<file path="src/rtl/lemming_array_fsm.sv">
// N independent lemming walker FSMs with a registered alive count.
// Optional LEMMING_SPLAT_STATS_EN adds splat_count_o, a saturating count of deaths.
module lemming_array_fsm #(
  parameter int N          = 4,
  parameter int FALL_LIMIT = 20,
  parameter int CNT_W      = 8,
  parameter int DIG_MAX    = 0
) (
  input  logic                     clk,
  input  logic                     areset,
  input  logic [N-1:0]             bump_left_i,
  input  logic [N-1:0]             bump_right_i,
  input  logic [N-1:0]             ground_i,
  input  logic [N-1:0]             dig_i,
  input  logic [N-1:0]             revive_i,
  output logic [N-1:0]             walk_left_o,
  output logic [N-1:0]             walk_right_o,
  output logic [N-1:0]             aaah_o,
  output logic [N-1:0]             digging_o,
  output logic [N-1:0]             dead_o,
  output logic [$clog2(N+1)-1:0]   alive_count_o,
`ifdef LEMMING_SPLAT_STATS_EN
  output logic [15:0]              splat_count_o,
`endif
  output logic [3*N-1:0]           lane_state_o
);
  localparam int AW = $clog2(N+1);
  localparam logic [CNT_W-1:0] FALL_LIM_C = CNT_W'(FALL_LIMIT);
  localparam logic [CNT_W-1:0] DIG_LAST_C = (DIG_MAX == 0) ? '0 : CNT_W'(DIG_MAX - 1);
  localparam logic [CNT_W-1:0] CNT_MAX_C  = '1;
  localparam bit DIG_LIMITED = (DIG_MAX != 0);

  typedef enum logic [2:0] {
    ST_WL    = 3'd0,
    ST_WR    = 3'd1,
    ST_FALLL = 3'd2,
    ST_FALLR = 3'd3,
    ST_DIGL  = 3'd4,
    ST_DIGR  = 3'd5,
    ST_DEAD  = 3'd6
  } state_e;

  state_e           state_q [N];
  state_e           state_d [N];
  logic [CNT_W-1:0] fcnt_q  [N];
  logic [CNT_W-1:0] fcnt_d  [N];
  logic [CNT_W-1:0] dcnt_q  [N];
  logic [CNT_W-1:0] dcnt_d  [N];
  logic [AW-1:0]    alive_d;
`ifdef LEMMING_SPLAT_STATS_EN
  logic [5:0]       deaths_d;
`endif

  always_comb begin
    alive_d = '0;
`ifdef LEMMING_SPLAT_STATS_EN
    deaths_d = '0;
`endif
    for (int i = 0; i < N; i++) begin
      state_d[i] = state_q[i];
      fcnt_d[i]  = '0;
      dcnt_d[i]  = '0;
      case (state_q[i])
        ST_WL: begin
          if (!ground_i[i])        state_d[i] = ST_FALLL;
          else if (dig_i[i])       state_d[i] = ST_DIGL;
          else if (bump_left_i[i]) state_d[i] = ST_WR;
        end
        ST_WR: begin
          if (!ground_i[i])         state_d[i] = ST_FALLR;
          else if (dig_i[i])        state_d[i] = ST_DIGR;
          else if (bump_right_i[i]) state_d[i] = ST_WL;
        end
        ST_FALLL, ST_FALLR: begin
          // fcnt saturates at the limit so a long fall can never wrap back to "safe"
          if (!ground_i[i])
            fcnt_d[i] = (fcnt_q[i] == FALL_LIM_C) ? fcnt_q[i] : fcnt_q[i] + 1'b1;
          else if (fcnt_q[i] >= FALL_LIM_C)
            state_d[i] = ST_DEAD;
          else
            state_d[i] = (state_q[i] == ST_FALLL) ? ST_WL : ST_WR;
        end
        ST_DIGL, ST_DIGR: begin
          if (!ground_i[i])
            state_d[i] = (state_q[i] == ST_DIGL) ? ST_FALLL : ST_FALLR;
          else if (DIG_LIMITED && (dcnt_q[i] == DIG_LAST_C))
            state_d[i] = (state_q[i] == ST_DIGL) ? ST_WL : ST_WR;
          else
            dcnt_d[i] = (dcnt_q[i] == CNT_MAX_C) ? dcnt_q[i] : dcnt_q[i] + 1'b1;
        end
        ST_DEAD: begin
          if (revive_i[i]) state_d[i] = ST_WL;
        end
        default: state_d[i] = ST_WL;
      endcase
      if (state_d[i] != ST_DEAD) alive_d = alive_d + AW'(1);
`ifdef LEMMING_SPLAT_STATS_EN
      if ((state_d[i] == ST_DEAD) && (state_q[i] != ST_DEAD)) deaths_d = deaths_d + 6'd1;
`endif
    end
  end

  // Outputs are registered decodes of the next state, so they track state_q exactly.
  always_ff @(posedge clk or posedge areset) begin
    if (areset) begin
      for (int i = 0; i < N; i++) begin
        state_q[i] <= ST_WL;
        fcnt_q[i]  <= '0;
        dcnt_q[i]  <= '0;
      end
      walk_left_o   <= '1;
      walk_right_o  <= '0;
      aaah_o        <= '0;
      digging_o     <= '0;
      dead_o        <= '0;
      alive_count_o <= AW'(N);
    end else begin
      for (int i = 0; i < N; i++) begin
        state_q[i]      <= state_d[i];
        fcnt_q[i]       <= fcnt_d[i];
        dcnt_q[i]       <= dcnt_d[i];
        walk_left_o[i]  <= (state_d[i] == ST_WL);
        walk_right_o[i] <= (state_d[i] == ST_WR);
        aaah_o[i]       <= (state_d[i] == ST_FALLL) || (state_d[i] == ST_FALLR);
        digging_o[i]    <= (state_d[i] == ST_DIGL) || (state_d[i] == ST_DIGR);
        dead_o[i]       <= (state_d[i] == ST_DEAD);
      end
      alive_count_o <= alive_d;
    end
  end

`ifdef LEMMING_SPLAT_STATS_EN
  logic [16:0] splat_sum;
  assign splat_sum = {1'b0, splat_count_o} + 17'(deaths_d);

  always_ff @(posedge clk or posedge areset) begin
    if (areset) splat_count_o <= '0;
    else        splat_count_o <= splat_sum[16] ? 16'hFFFF : splat_sum[15:0];
  end
`endif

  always_comb begin
    lane_state_o = '0;
    for (int i = 0; i < N; i++) lane_state_o[3*i +: 3] = state_q[i];
  end
endmodule

</file>
<file path="config.mk">
export PLATFORM = sky130hd
export DESIGN_NAME = lemming_array_fsm
export DESIGN_NICKNAME = d
export VERILOG_FILES = /design/src/rtl/lemming_array_fsm.sv
export SDC_FILE = /design/constraint.sdc
export NUM_CORES = 1
export LEC_CHECK = 0
export ABC_AREA = 1
export BUFFER_PORTS_ARGS = -buffer_cell sky130_fd_sc_hd__clkbuf_2
export CAP_MARGIN = 25
export CORE_MARGIN = 10
export CORE_UTILIZATION = 30
export DETAILED_ROUTE_END_ITERATION = 7
export HOLD_SLACK_MARGIN = 0.06
export SYNTH_ARGS = -nofsm -noshare
export SYNTH_HDL_FRONTEND = slang
export SYNTH_SLANG_ARGS = --single-unit
</file>
<file path="constraint.sdc">
create_clock -name clk -period 2.2 [get_ports clk]
set_input_delay 0.22 -clock clk [delete_from_list [all_inputs] [get_ports clk]]
set_output_delay 0.22 -clock clk [all_outputs]
set_load 0.02 [all_outputs]
</file>
* Word-level counts from Yosys, hierarchy flattened
Cells that the tools add are included.
** Word-level totals
- Bits in writable memories :: 0
- Register bits :: 67
- Bits of input ports :: 22
- Memories :: 0
- Bits in read-only memories :: 0
- Latch bits :: 0
- Logic and storage cells :: 177
** Operators by class
- Multiply operators :: 0
- $lt $le $gt $ge :: 4
- Mux-type cells :: 68
- $add $sub $neg :: 7
- Eq/ne operators :: 60
- Bitwise logic cells :: 0
- Divide/modulo/power cells :: 0
- Reductions and logical operators :: 24
- Shift-type cells :: 0
** Operators by type and width (number)
- 3-bit two-way mux :: 43
- 8-bit two-way mux :: 12
- 3-bit equality test (second input constant) :: 24
- 3-bit one-hot mux with 5 select lines :: 4
- 3-bit by 2-bit equality test with 1-bit output (second input constant) :: 16
- 8-bit by 1-bit adder with 8-bit output (second input constant) :: 4
- 8-bit by 5-bit equality test with 1-bit output (second input constant) :: 4
- 8-bit by 5-bit >= comparator with 1-bit output (second input constant) :: 4
- 3-bit by 1-bit equality test with 1-bit output (second input constant) :: 8
- 3-bit logical NOT :: 8
- 3-bit != test (second input constant) :: 8
- 2-bit OR reduction :: 8
- 3-bit by 1-bit adder with 3-bit output (second input constant) :: 3
- 1-bit two-way mux :: 9
- 1-bit logical OR :: 8

* Longest topological paths before layout
Gate-level depths: netlist of run 1.
- Depth after elaboration :: 13
- Gate-level depth with buffers :: 18

* Worst setup path before layout of run 1
No wires, ideal clock.
- Path kind :: reg-to-reg
- Start :: reg state_q (netlist bit lane_state_o[5])
- End :: reg alive_count_o[1]
- Setup time :: 117 ps
- Period minus slack after synthesis :: 2161 ps
- Buffers on the path :: 0
- Arrival time :: 2043 ps
- Setup slack :: 39 ps
- Stages on the path, launching flop included :: 14
- Cells stage by stage :: dfrtp_1 -> inv_1 -> nand2_1 -> o21bai_1 -> nand2_1 -> nand3_1 -> nor2_2 -> inv_1 -> ha_1 -> nand3b_1 -> and2_1 -> ha_1 -> nand2_1 -> nand2_1
** RTL lines
- start, declared :: RTL line 43 : state_e state_q [N];
- start signal, assigned by index :: RTL line 119 : state_q[i] <= state_d[i];
- end signal, assigned :: RTL line 116 : alive_count_o <= AW'(N);
- end signal, assigned :: RTL line 128 : alive_count_o <= alive_d;
- end, declared :: RTL line 21 : output logic [$clog2(N+1)-1:0] alive_count_o,

* Worst setup path after layout of run 1
- Start :: reg fcnt_q[23] (netlist bit)
- End :: reg alive_count_o[1]
** Between the ends
- Longest elaborated chain between the ends :: 10
** RTL lines
- start, declared :: RTL line 45 : logic [CNT_W-1:0] fcnt_q [N];
- start signal, assigned by index :: RTL line 120 : fcnt_q[i] <= fcnt_d[i];
- 8-bit by 5-bit >= comparator with 1-bit output (*) :: RTL line 78 : else if (fcnt_q[i] >= FALL_LIM_C)
- 3-bit two-way mux (*) :: RTL line 78
- 3-bit two-way mux (*) :: RTL line 76 : if (!ground_i[i])
- 3-bit one-hot mux with 5 select lines (*) :: RTL line 63 : case (state_q[i])
- 3-bit != test (*) :: RTL line 96 : if (state_d[i] != ST_DEAD) alive_d = alive_d + AW'(1);
- 3-bit two-way mux (*) :: RTL line 96
- 3-bit by 1-bit adder with 3-bit output :: RTL line 96
- 3-bit two-way mux (*) :: RTL line 96
- 3-bit by 1-bit adder with 3-bit output :: RTL line 96
- 3-bit two-way mux (*) :: RTL line 96
- net alive_d[1] :: RTL line 49 : logic [AW-1:0] alive_d;
Mark *: on every way through the listed nets, which the timed path passes. The rest lies on a longest branch.
A chain may end at the register's enable or synchronous reset.

==> results.sh, run 1 <==
export IMPL_outcome="finished clean"
export IMPL_combinationalPowerShare_pct=31.8
export IMPL_fin_cells=662
export IMPL_ys_warn_count=0
export IMPL_cts_max_level=3
export IMPL_synth_top_family_by_area="simple AND/OR/NAND/NOR gates"
export IMPL_synth_distinct_cells=37
export IMPL_drt_wirelength_per_cell_um=12.25
export IMPL_powerDensity_mw_per_mm2=1056
export IMPL_fmax_mhz=480.0
export IMPL_viasPerCell=4.648
export IMPL_synth_async_sr_flop_share_pct=100.0
export IMPL_post_route_period_util_pct=94.69
export IMPL_die_w_um=128.4
export IMPL_sequentialPowerShare_pct=35.0
export IMPL_cts_sinks=67
export IMPL_hold_violations=0
export IMPL_dpl_hpwl_um=6127
export IMPL_ys_seq_area_share_pct=47.71
export IMPL_core_area_mm2=0.01147
export IMPL_antenna_found_initial=0
export IMPL_syn_nets=468
export IMPL_pre_cts_slack_ns=0.05025
export IMPL_tritoncts="yes"
export IMPL_drive_gt1_share_pct=27.36
export IMPL_yosys_most_used_dff="dfrtp_1"
export IMPL_end_kind="flop"
export IMPL_crit_fanout=3
export IMPL_period_minus_slack_ns=2.083
export IMPL_synthAdderAreaFrac_pct=3.547
export IMPL_synth_top_area_share_pct=43.99
export IMPL_max_slew_margin_rel_pct=56.19
export IMPL_hold_ws_ns=0.1447
export IMPL_synth_avg_cell_area_um2=8.090
export IMPL_placed_cell_area_mm2=0.004043
export IMPL_grt_overflow=0
export IMPL_routed_via_count=3077
export IMPL_path_clk_slew_ns=0.06
export IMPL_grt_use_total_pct=9.819
export IMPL_tightest_slew_ns=0.6561
export IMPL_grt_max_degree=31
export IMPL_slew_violations=0
export IMPL_cp_start_kind="flop"
export IMPL_clock_skew_final_ns=0.006523
export IMPL_synth_edff_count=0
export IMPL_p_switching_mw=1.734
export IMPL_synth_compound_area_share_pct=10.07
export IMPL_fp_dieH_um=128.4
export IMPL_cap_violations=0
export IMPL_clock_tree_buffer_depth=2
export IMPL_p_leak_nw=2.318
export IMPL_hold_path_class="primary input to flop"
export IMPL_clock_latency_ns=0.33
export IMPL_root_buffer="clkbuf_16"
export IMPL_final_area_mm2=0.004477
export IMPL_io_pins=57
export IMPL_clkPwrFrac_pct=33.2
export IMPL_synth_area_mm2=0.003527
export IMPL_nets=546
export IMPL_crit_required_ns=2.42
export IMPL_internal_power_mw=2.995
export IMPL_setup_slack_ns=0.1167
export IMPL_criticalPathCategory="flop to flop"
export IMPL_diodes=0
export IMPL_numPortBuffers=56
export IMPL_row_count=39
export IMPL_synth_seq_cells=67
export IMPL_netlist_top_cells_area="dfrtp_1 (44%), nand2_1 (8.0%), inv_1 (7.6%)"
export IMPL_vdd_drop_max_v=0.0005565
export IMPL_synth_top_area_cell="dfrtp_1"
export IMPL_drt_first_pass_iters=4
export IMPL_drtIter0Drc=157
export IMPL_synth_simple_area_share_pct=28.59
export IMPL_synthCells=436
export IMPL_synth_commonest_cells="nand2_1 (75), inv_1 (71), dfrtp_1 (62)"
export IMPL_grt_pass1_wl_um=13350
export IMPL_swShare_pct=36.66
export IMPL_die_area_mm2=0.01649
export IMPL_final_antenna_net_count=0
export IMPL_grt_pass1_vias=2958
export IMPL_dp_cells=643
export IMPL_wl_um=8110
export IMPL_cts_buffers=9
export IMPL_synth_xor_area_share_pct=1.242
export IMPL_gp_congestion=0.8994
export IMPL_initial_core_util_pct=30.76
export IMPL_cp_arrival_ns=2.31
export IMPL_drc_errors=0
export IMPL_setup_violations=0
export IMPL_yosysMostFrequentCell="nand2_1"
export IMPL_synthMuxAreaShare_pct=0
export IMPL_area_growth_pct=26.92
[metal layers]
layer,up-vias,GRT usage [%],share of wire [%]
met4,0,4.305,2.4
met5,-,0,0
met1,1441,11.28,45
met2,57,16.18,47
met3,17,3.450,6.1
li1,1562,-,-
[placed cells by master (no fill, tap or decap), types with 3 or more instances in the layout]
cell | synthesis | final
o21ai_0 | 21 | 21
inv_2 | 7 | 12
nor2_1 | 58 | 55
clkbuf_2 | 0 | 56
nand2_2 | 9 | 14
nor3_1 | 15 | 14
and3_1 | 4 | 4
ha_1 | 10 | 9
clkbuf_16 | 0 | 9
a211oi_1 | 4 | 4
dfrtp_1 | 62 | 60
a21oi_2 | 0 | 4
o21ai_1 | 3 | 3
buf_4 | 1 | 12
inv_1 | 71 | 66
nand3_2 | 2 | 4
nand2_1 | 75 | 70
nand4_1 | 8 | 8
nand3_1 | 29 | 27
xor2_1 | 5 | 5
a21oi_1 | 24 | 20
nor2_2 | 3 | 5
dfstp_2 | 5 | 5
[layout make-up]
| type | count | area, µm² |
|---|---|---|
| Fill cell | 1128 | 6990 |
| Sequential cell | 67 | 1685 |
| Multi-Input combinational cell | 289 | 1612 |
| Timing Repair Buffer | 69 | 380.4 |
| Inverter | 78 | 292.8 |
| Clock buffer | 10 | 239.0 |
| Tap cell | 143 | 178.9 |
| Clock inverter | 6 | 88.84 |
[power groups by stage]
stage / logic, mW / clock network, mW / registers, mW
finish: 1.51 / 1.57 / 1.65
global route: 1.70 / 1.65 / 1.68
CTS: 1.49 / 1.60 / 1.64
floorplan: 0.821 / 0 / 1.87
detailed placement: 1.49 / 0 / 1.66
global placement: 1.46 / 0 / 1.66
[kinds of logic (layout without fill, tap and decap cells)]
| group | after synthesis | count (layout) |
|---|---|---|
| simple gates | 214 | 214 |
| buf+inv | 80 | 163 |
| flops | 67 | 67 |
| compound gates | 60 | 60 |
| fa+ha+maj | 10 | 10 |
| xor+xnor | 5 | 5 |
[per-stage QoR]
stage	util, %	setup TNS, ns	power, mW
finish	39.04	0	4.728
global placement	35.25	0	3.121
CTS	38.20	0	4.737
floorplan	-	0	2.694
global route	39.04	-0.06431	5.042
detailed placement	35.25	0	3.153
[worst max-delay path: stages (launching register included)]
cell	delay [ns]
dfrtp_1	0.41
nor2_2	0.13
nand2_2	0.09
o21bai_4	0.16
nand2_1	0.10
a21oi_2	0.22
nor2_4	0.06
inv_2	0.07
ha_4	0.21
nand3_2	0.09
nand2_2	0.06
ha_1	0.26
nand2_1	0.07
nand2_1	0.05
[registers in the layout, indices dropped and copies added, names as in the netlist]
signal         cells
aaah_o             4
lane_state_o      12
fcnt_q            32
dead_o             4
walk_right_o       4
walk_left_o        4
digging_o          4
alive_count_o      3
[worst paths after layout]
| check | cells after the start | startpoint | end | slack, ns |
|---|---|---|---|---|
| min reg2reg | 1 | fcnt_q[8] | fcnt_q[8] | 0.50 |
| min in group asynchronous | 3 | areset | fcnt_q[23] | 0.51 |
| max | 13 | fcnt_q[23] | alive_count_o[1] | 0.12 |
| max reg2reg | 13 | fcnt_q[23] | alive_count_o[1] | 0.12 |
| min | 2 | ground_i[3] | aaah_o[3] | 0.14 |
| max in group asynchronous | 4 | areset | walk_left_o[2] | 0.93 |
[timing repair]
item | 4_1_cts | 5_1_grt
buffers inserted | 0 | 2
resized for setup | 0 | 26
hold buffers | 1 | 0
endpoints found under the hold margin | 25 | 0
endpoints found under the setup margin | 0 | 2
(Power assumes the default switching activity.)
==> inputs of run 2 (changes only) <==
--- a/config.mk
+++ b/config.mk
@@ -9,7 +9,7 @@
 export BUFFER_PORTS_ARGS = -buffer_cell sky130_fd_sc_hd__clkbuf_2
 export CAP_MARGIN = 25
 export CORE_MARGIN = 10
-export CORE_UTILIZATION = 30
+export CORE_UTILIZATION = 40
 export DETAILED_ROUTE_END_ITERATION = 7
 export HOLD_SLACK_MARGIN = 0.06
 export SYNTH_ARGS = -nofsm -noshare
==> results.sh, run 2 (synthesized netlist as in run 1, its figures left out) <==
export IMPL_outcome="finished clean"
export IMPL_tritoncts="yes"
export IMPL_diodes=0
export IMPL_swShare_pct=38.56
export IMPL_post_route_period_util_pct=94.87
export IMPL_hold_violations=0
export IMPL_core_area_mm2=0.008636
export IMPL_p_switching_mw=1.618
export IMPL_numPortBuffers=56
export IMPL_cp_slowest_cell="dfrtp_2"
export IMPL_path_clk_slew_ns=0.07
export IMPL_drt_wirelength_per_cell_um=12.35
export IMPL_total_power_mw=4.197
export IMPL_die_w_um=113.9
export IMPL_setup_slack_ns=0.1128
export IMPL_grt_pass1_wl_um=13170
export IMPL_end_kind="flop"
export IMPL_clock_latency_ns=0.33
export IMPL_largest_reg_flops=32
export IMPL_placed_cell_area_mm2=0.003989
export IMPL_cp_start_kind="flop"
export IMPL_period_minus_slack_ns=2.087
export IMPL_grt_overflow=0
export IMPL_sequentialPowerShare_pct=39.3
export IMPL_crit_fanout=6
export IMPL_grt_max_degree=48
export IMPL_combinationalPowerShare_pct=36.0
export IMPL_drc_errors=0
export IMPL_crit_required_ns=2.43
export IMPL_cts_max_level=3
export IMPL_io_pins=57
export IMPL_grt_use_total_pct=12.12
export IMPL_setup_violations=0
export IMPL_fill_cells=816
export IMPL_fp_dieH_um=113.9
export IMPL_antenna_found_initial=0
export IMPL_die_area_mm2=0.01297
export IMPL_row_count=34
export IMPL_viasPerCell=4.804
export IMPL_initial_core_util_pct=40.84
export IMPL_crit_chain="inv_2 -> nand2_2 -> o21bai_4 -> nand2_2 -> a21oi_4 -> nor2_4 -> inv_2 -> ha_4 -> nand3b_1 -> and2_4 -> ha_1 -> nand2_1 -> nand2_1"
export IMPL_max_slew_margin_rel_pct=68.00
export IMPL_pre_cts_slack_ns=0.02749
export IMPL_hold_path_class="primary input to flop"
export IMPL_wl_um=7753
export IMPL_gp_congestion=0.8702
export IMPL_internal_power_mw=2.579
export IMPL_drive_gt1_share_pct=28.27
export IMPL_tightest_slew_ns=0.4793
export IMPL_slew_violations=0
export IMPL_grt_pass1_vias=2972
export IMPL_criticalPathCategory="flop to flop"
export IMPL_drtIter0Drc=180
export IMPL_clkPwrFrac_pct=24.7
export IMPL_p_leak_nw=2.290
export IMPL_regMostFlops="fcnt_q"
export IMPL_powerDensity_mw_per_mm2=963.3
export IMPL_area_growth_pct=23.52
export IMPL_cpPeakStageDelay_ns=0.45
export IMPL_cts_buffers=9
export IMPL_seq_area_mm2=0.001685
export IMPL_fmax_mhz=479.1
export IMPL_mostFrequentLayoutCells="nand2_1 (66), inv_1 (66), dfrtp_1 (60), clkbuf_2 (56), nor2_1 (55)"
export IMPL_setup_tns_ns=0
export IMPL_vdd_drop_max_v=0.0003642
export IMPL_multiInputGateArea_mm2=0.001633
export IMPL_nets=547
export IMPL_cts_sinks=67
export IMPL_clock_tree_buffer_depth=2
export IMPL_final_antenna_net_count=0
export IMPL_routed_via_count=3017
export IMPL_final_area_mm2=0.004357
export IMPL_cp_arrival_ns=2.31
export IMPL_clock_skew_final_ns=0.007075
export IMPL_cap_violations=0
export IMPL_drt_first_pass_iters=5
export IMPL_dpl_hpwl_um=5762
export IMPL_root_buffer="clkbuf_8"
export IMPL_final_util_pct=50.45
[run 2: worst max-delay path: cells and delay by family, from the launching register on]
| family | cells | cell delay (ns) |
|---|---|---|
| and+or+nand+nor | 7 | 0.72 |
| DFF | 1 | 0.45 |
| adders and majority gates | 2 | 0.44 |
| AOI/OAI and AO/OA | 2 | 0.25 |
| buffers and inverters | 2 | 0.12 |
[run 2: final cells by class]
class,count,area share [%]
Clock buffer,16,4.825
Inverter,78,6.720
Multi-Input combinational cell,289,37.48
Sequential cell,67,38.68
Tap cell,108,3.102
Timing Repair Buffer,70,9.190
[run 2: repair_timing]
action                                 CTS  global route
setup endpoints to repair                0             2
resized for setup                        0            31
buffers inserted                         0             6
endpoints found under the hold margin   19             0
hold buffers                             1             0
[run 2: final timing paths]
kind / start / slack, ns / cells past startpoint / end
setup reg to reg: lane_state_o[5] / 0.11 / 13 / alive_count_o[1]
min in group asynchronous: areset / 0.44 / 3 / fcnt_q[22]
setup / recovery: lane_state_o[5] / 0.11 / 13 / alive_count_o[1]
max in group asynchronous: areset / 1.09 / 4 / walk_left_o[0]
hold reg to reg: fcnt_q[8] / 0.50 / 1 / fcnt_q[8]
hold / removal: ground_i[3] / 0.14 / 2 / aaah_o[3]
[run 2: stage by stage]
stage / hold slack, ns / instances
floorplan: 0.2864 / 436
global placement: 0.2428 / 605
detailed placement: 0.2555 / 605
CTS: 0.1233 / 622
global route: 0.1358 / 628
finish: 0.1374 / 628
[run 2: metal layers]
layer	wire (µm)	track usage [%]	vias up
met2	3772	19.43	59
met1	3430	14.52	1389
met4	76	5.180	0
met5	0	0	-
li1	-	-	1563
met3	474	4.094	6
[run 2: power by group through the flow]
stage / Combinational (mW) / Sequential [mW] / Clock [mW]
2_1_floorplan: 0.821 / 1.87 / 0
3_3_place_gp: 1.46 / 1.66 / 0
3_5_place_dp: 1.47 / 1.66 / 0
4_1_cts: 1.48 / 1.64 / 1.07
5_1_grt: 1.70 / 1.69 / 1.13
6_report: 1.51 / 1.65 / 1.03
==> inputs of run 3 (changes only) <==
--- a/config.mk
+++ b/config.mk
@@ -6,7 +6,7 @@
 export NUM_CORES = 1
 export LEC_CHECK = 0
 export ABC_AREA = 1
-export BUFFER_PORTS_ARGS = -buffer_cell sky130_fd_sc_hd__clkbuf_2
+export BUFFER_PORTS_ARGS = -buffer_cell sky130_fd_sc_hd__buf_4
 export CAP_MARGIN = 25
 export CORE_MARGIN = 10
 export CORE_UTILIZATION = 40
==> results.sh, run 3 (synthesized netlist as in run 1, its figures left out) <==
export IMPL_wl_um=7567
export IMPL_cts_buffers=9
export IMPL_mostFrequentLayoutCell="nand2_1"
export IMPL_slew_violations=0
export IMPL_grt_max_degree=28
export IMPL_max_slew_margin_rel_pct=61.03
export IMPL_largest_reg_flops=32
export IMPL_reg2reg_to="alive_count_o[1]"
export IMPL_tightest_slew_ns=0.5837
export IMPL_row_count=34
export IMPL_drt_first_pass_iters=4
export IMPL_crit_top_cell="nand2_1"
export IMPL_crit_fanout=3
export IMPL_setup_violations=0
export IMPL_gp_congestion=0.8897
export IMPL_viasPerCell=4.801
export IMPL_outcome="finished clean"
export IMPL_dpl_hpwl_um=5793
export IMPL_criticalPathCategory="flop to flop"
export IMPL_grt_pass1_vias=2968
export IMPL_clock_skew_final_ns=0.008470
export IMPL_drive_gt1_share_pct=25.58
export IMPL_diodes=0
export IMPL_core_area_mm2=0.008636
export IMPL_reg2reg_depth=14
export IMPL_setup_slack_ns=0.1171
export IMPL_tritoncts="yes"
export IMPL_fmax_mhz=480.1
export IMPL_hold_ws_ns=0.09278
export IMPL_hold_path_class="primary input to flop"
export IMPL_reg2reg_setup_slack_ns=0.12
export IMPL_vdd_drop_max_v=0.0004141
export IMPL_crit_required_ns=2.43
export IMPL_die_w_um=113.9
export IMPL_cpPeakStageDelay_ns=0.40
export IMPL_p_leak_nw=2.286
export IMPL_powerDensity_mw_per_mm2=943.8
export IMPL_grt_overflow=0
export IMPL_root_buffer="clkbuf_8"
export IMPL_cp_arrival_ns=2.31
export IMPL_die_area_mm2=0.01297
export IMPL_nets=544
export IMPL_final_antenna_net_count=0
export IMPL_clock_latency_ns=0.34
export IMPL_routed_via_count=2996
export IMPL_area_growth_pct=24.16
export IMPL_grt_use_total_pct=11.94
export IMPL_cts_max_level=3
export IMPL_drtIter0Drc=94
export IMPL_cp_slowest_cell="dfrtp_1"
export IMPL_drt_wirelength_per_cell_um=12.13
export IMPL_post_route_period_util_pct=94.68
export IMPL_cts_sinks=67
export IMPL_io_pins=57
export IMPL_hold_depth=2
export IMPL_path_clk_slew_ns=0.07
export IMPL_hold_violations=0
export IMPL_cp_start_kind="flop"
export IMPL_clock_tree_buffer_depth=2
export IMPL_fp_dieH_um=113.9
export IMPL_regMostFlops="fcnt_q"
export IMPL_grt_pass1_wl_um=13000
export IMPL_initial_core_util_pct=40.84
export IMPL_period_minus_slack_ns=2.083
export IMPL_drc_errors=0
export IMPL_mostFrequentLayoutCells="nand2_1 (72), inv_1 (67), buf_4 (65), dfrtp_1 (60), nor2_1 (55)"
export IMPL_final_area_mm2=0.004379
export IMPL_pre_cts_slack_ns=-0.01541
export IMPL_end_kind="flop"
export IMPL_cap_violations=0
export IMPL_crit_chain="inv_2 -> nand3_2 -> nor2_2 -> nor2_1 -> nand2_1 -> nand3_2 -> nor2_2 -> inv_2 -> ha_4 -> nand3b_1 -> and2_1 -> ha_1 -> nand2_1 -> nand2_1"
export IMPL_r2r_start="lane_state_o[3]"
export IMPL_hold_start="ground_i[3]"
export IMPL_hold_path_endpoint="aaah_o[3]"
export IMPL_placed_cell_area_mm2=0.004136
export IMPL_numPortBuffers=56
export IMPL_antenna_found_initial=0
## run 3: cell types whose count changed in the layout (fill, tap and decap cells not counted), moves of 3 or more
cell,change
nand2_2,-6
clkbuf_2,-56
buf_4,+53
clkinv_2,+3
clkbuf_8,-5
nand2_1,+6
## run 3: how the worst max path moves through the flow
stage | startpoint | to | slack [ns]
2_1_floorplan | lane_state_o[5] | alive_count_o[1] | 0.04
3_3_place_gp | lane_state_o[1] | alive_count_o[1] | 0.05
3_5_place_dp | lane_state_o[1] | alive_count_o[1] | -0.02
4_1_cts | lane_state_o[5] | alive_count_o[1] | 0.03
5_1_grt | lane_state_o[3] | alive_count_o[1] | -0.01
6_report | lane_state_o[3] | alive_count_o[1] | 0.12
## run 3: cell type report
| type | count | area, µm² |
|---|---|---|
| fillers | 839 | 4257 |
| multi-input cells | 289 | 1588 |
| repair buffers | 67 | 518.0 |
| flip-flops and latches | 67 | 1685 |
| well taps | 108 | 135.1 |
| clock inverters | 3 | 15.01 |
| inverters | 78 | 292.8 |
| clock buffers | 12 | 145.1 |
## run 3: critical path, delay by kind of cell, from the launching register on
kind	cells	cell delay, ns
simple gates	10	0.97
flops	1	0.40
buf+inv	2	0.16
fa+ha+maj	2	0.43
## run 3: repair_timing
item                                    CTS  global route
gates resized for setup                   1            17
buffers inserted                          0             2
cloned                                    0             0
endpoints found under the hold margin    24             0
pin swaps                                 0             7
endpoints found under the setup margin    1             2
hold buffers                              1             0
## run 3: report_power, final
group	leakage (nW)	switching [mW]	internal (mW)
registers	0.884	0.177	1.48
clock network	0.0860	0.438	0.429
logic	1.32	0.993	0.621
total	2.29	1.61	2.53
## run 3: per-stage QoR
step                      utilization [%]  setup TNS, ns  power (mW)  cells
after floorplan                         -              0       2.694    436
after global placement              47.90              0       3.249    606
after detailed placement            47.90       -0.01541       3.258    606
after CTS                           49.91              0       4.147    622
after global routing                50.71       -0.01309       4.438    624
final                               50.71              0       4.133    624
## run 3: per-layer routing
metal | wire, µm | track usage, %
met4 | 123 | 3.926
met3 | 425 | 4.567
met1 | 3479 | 14.48
met2 | 3539 | 19.09
met5 | 0 | 0
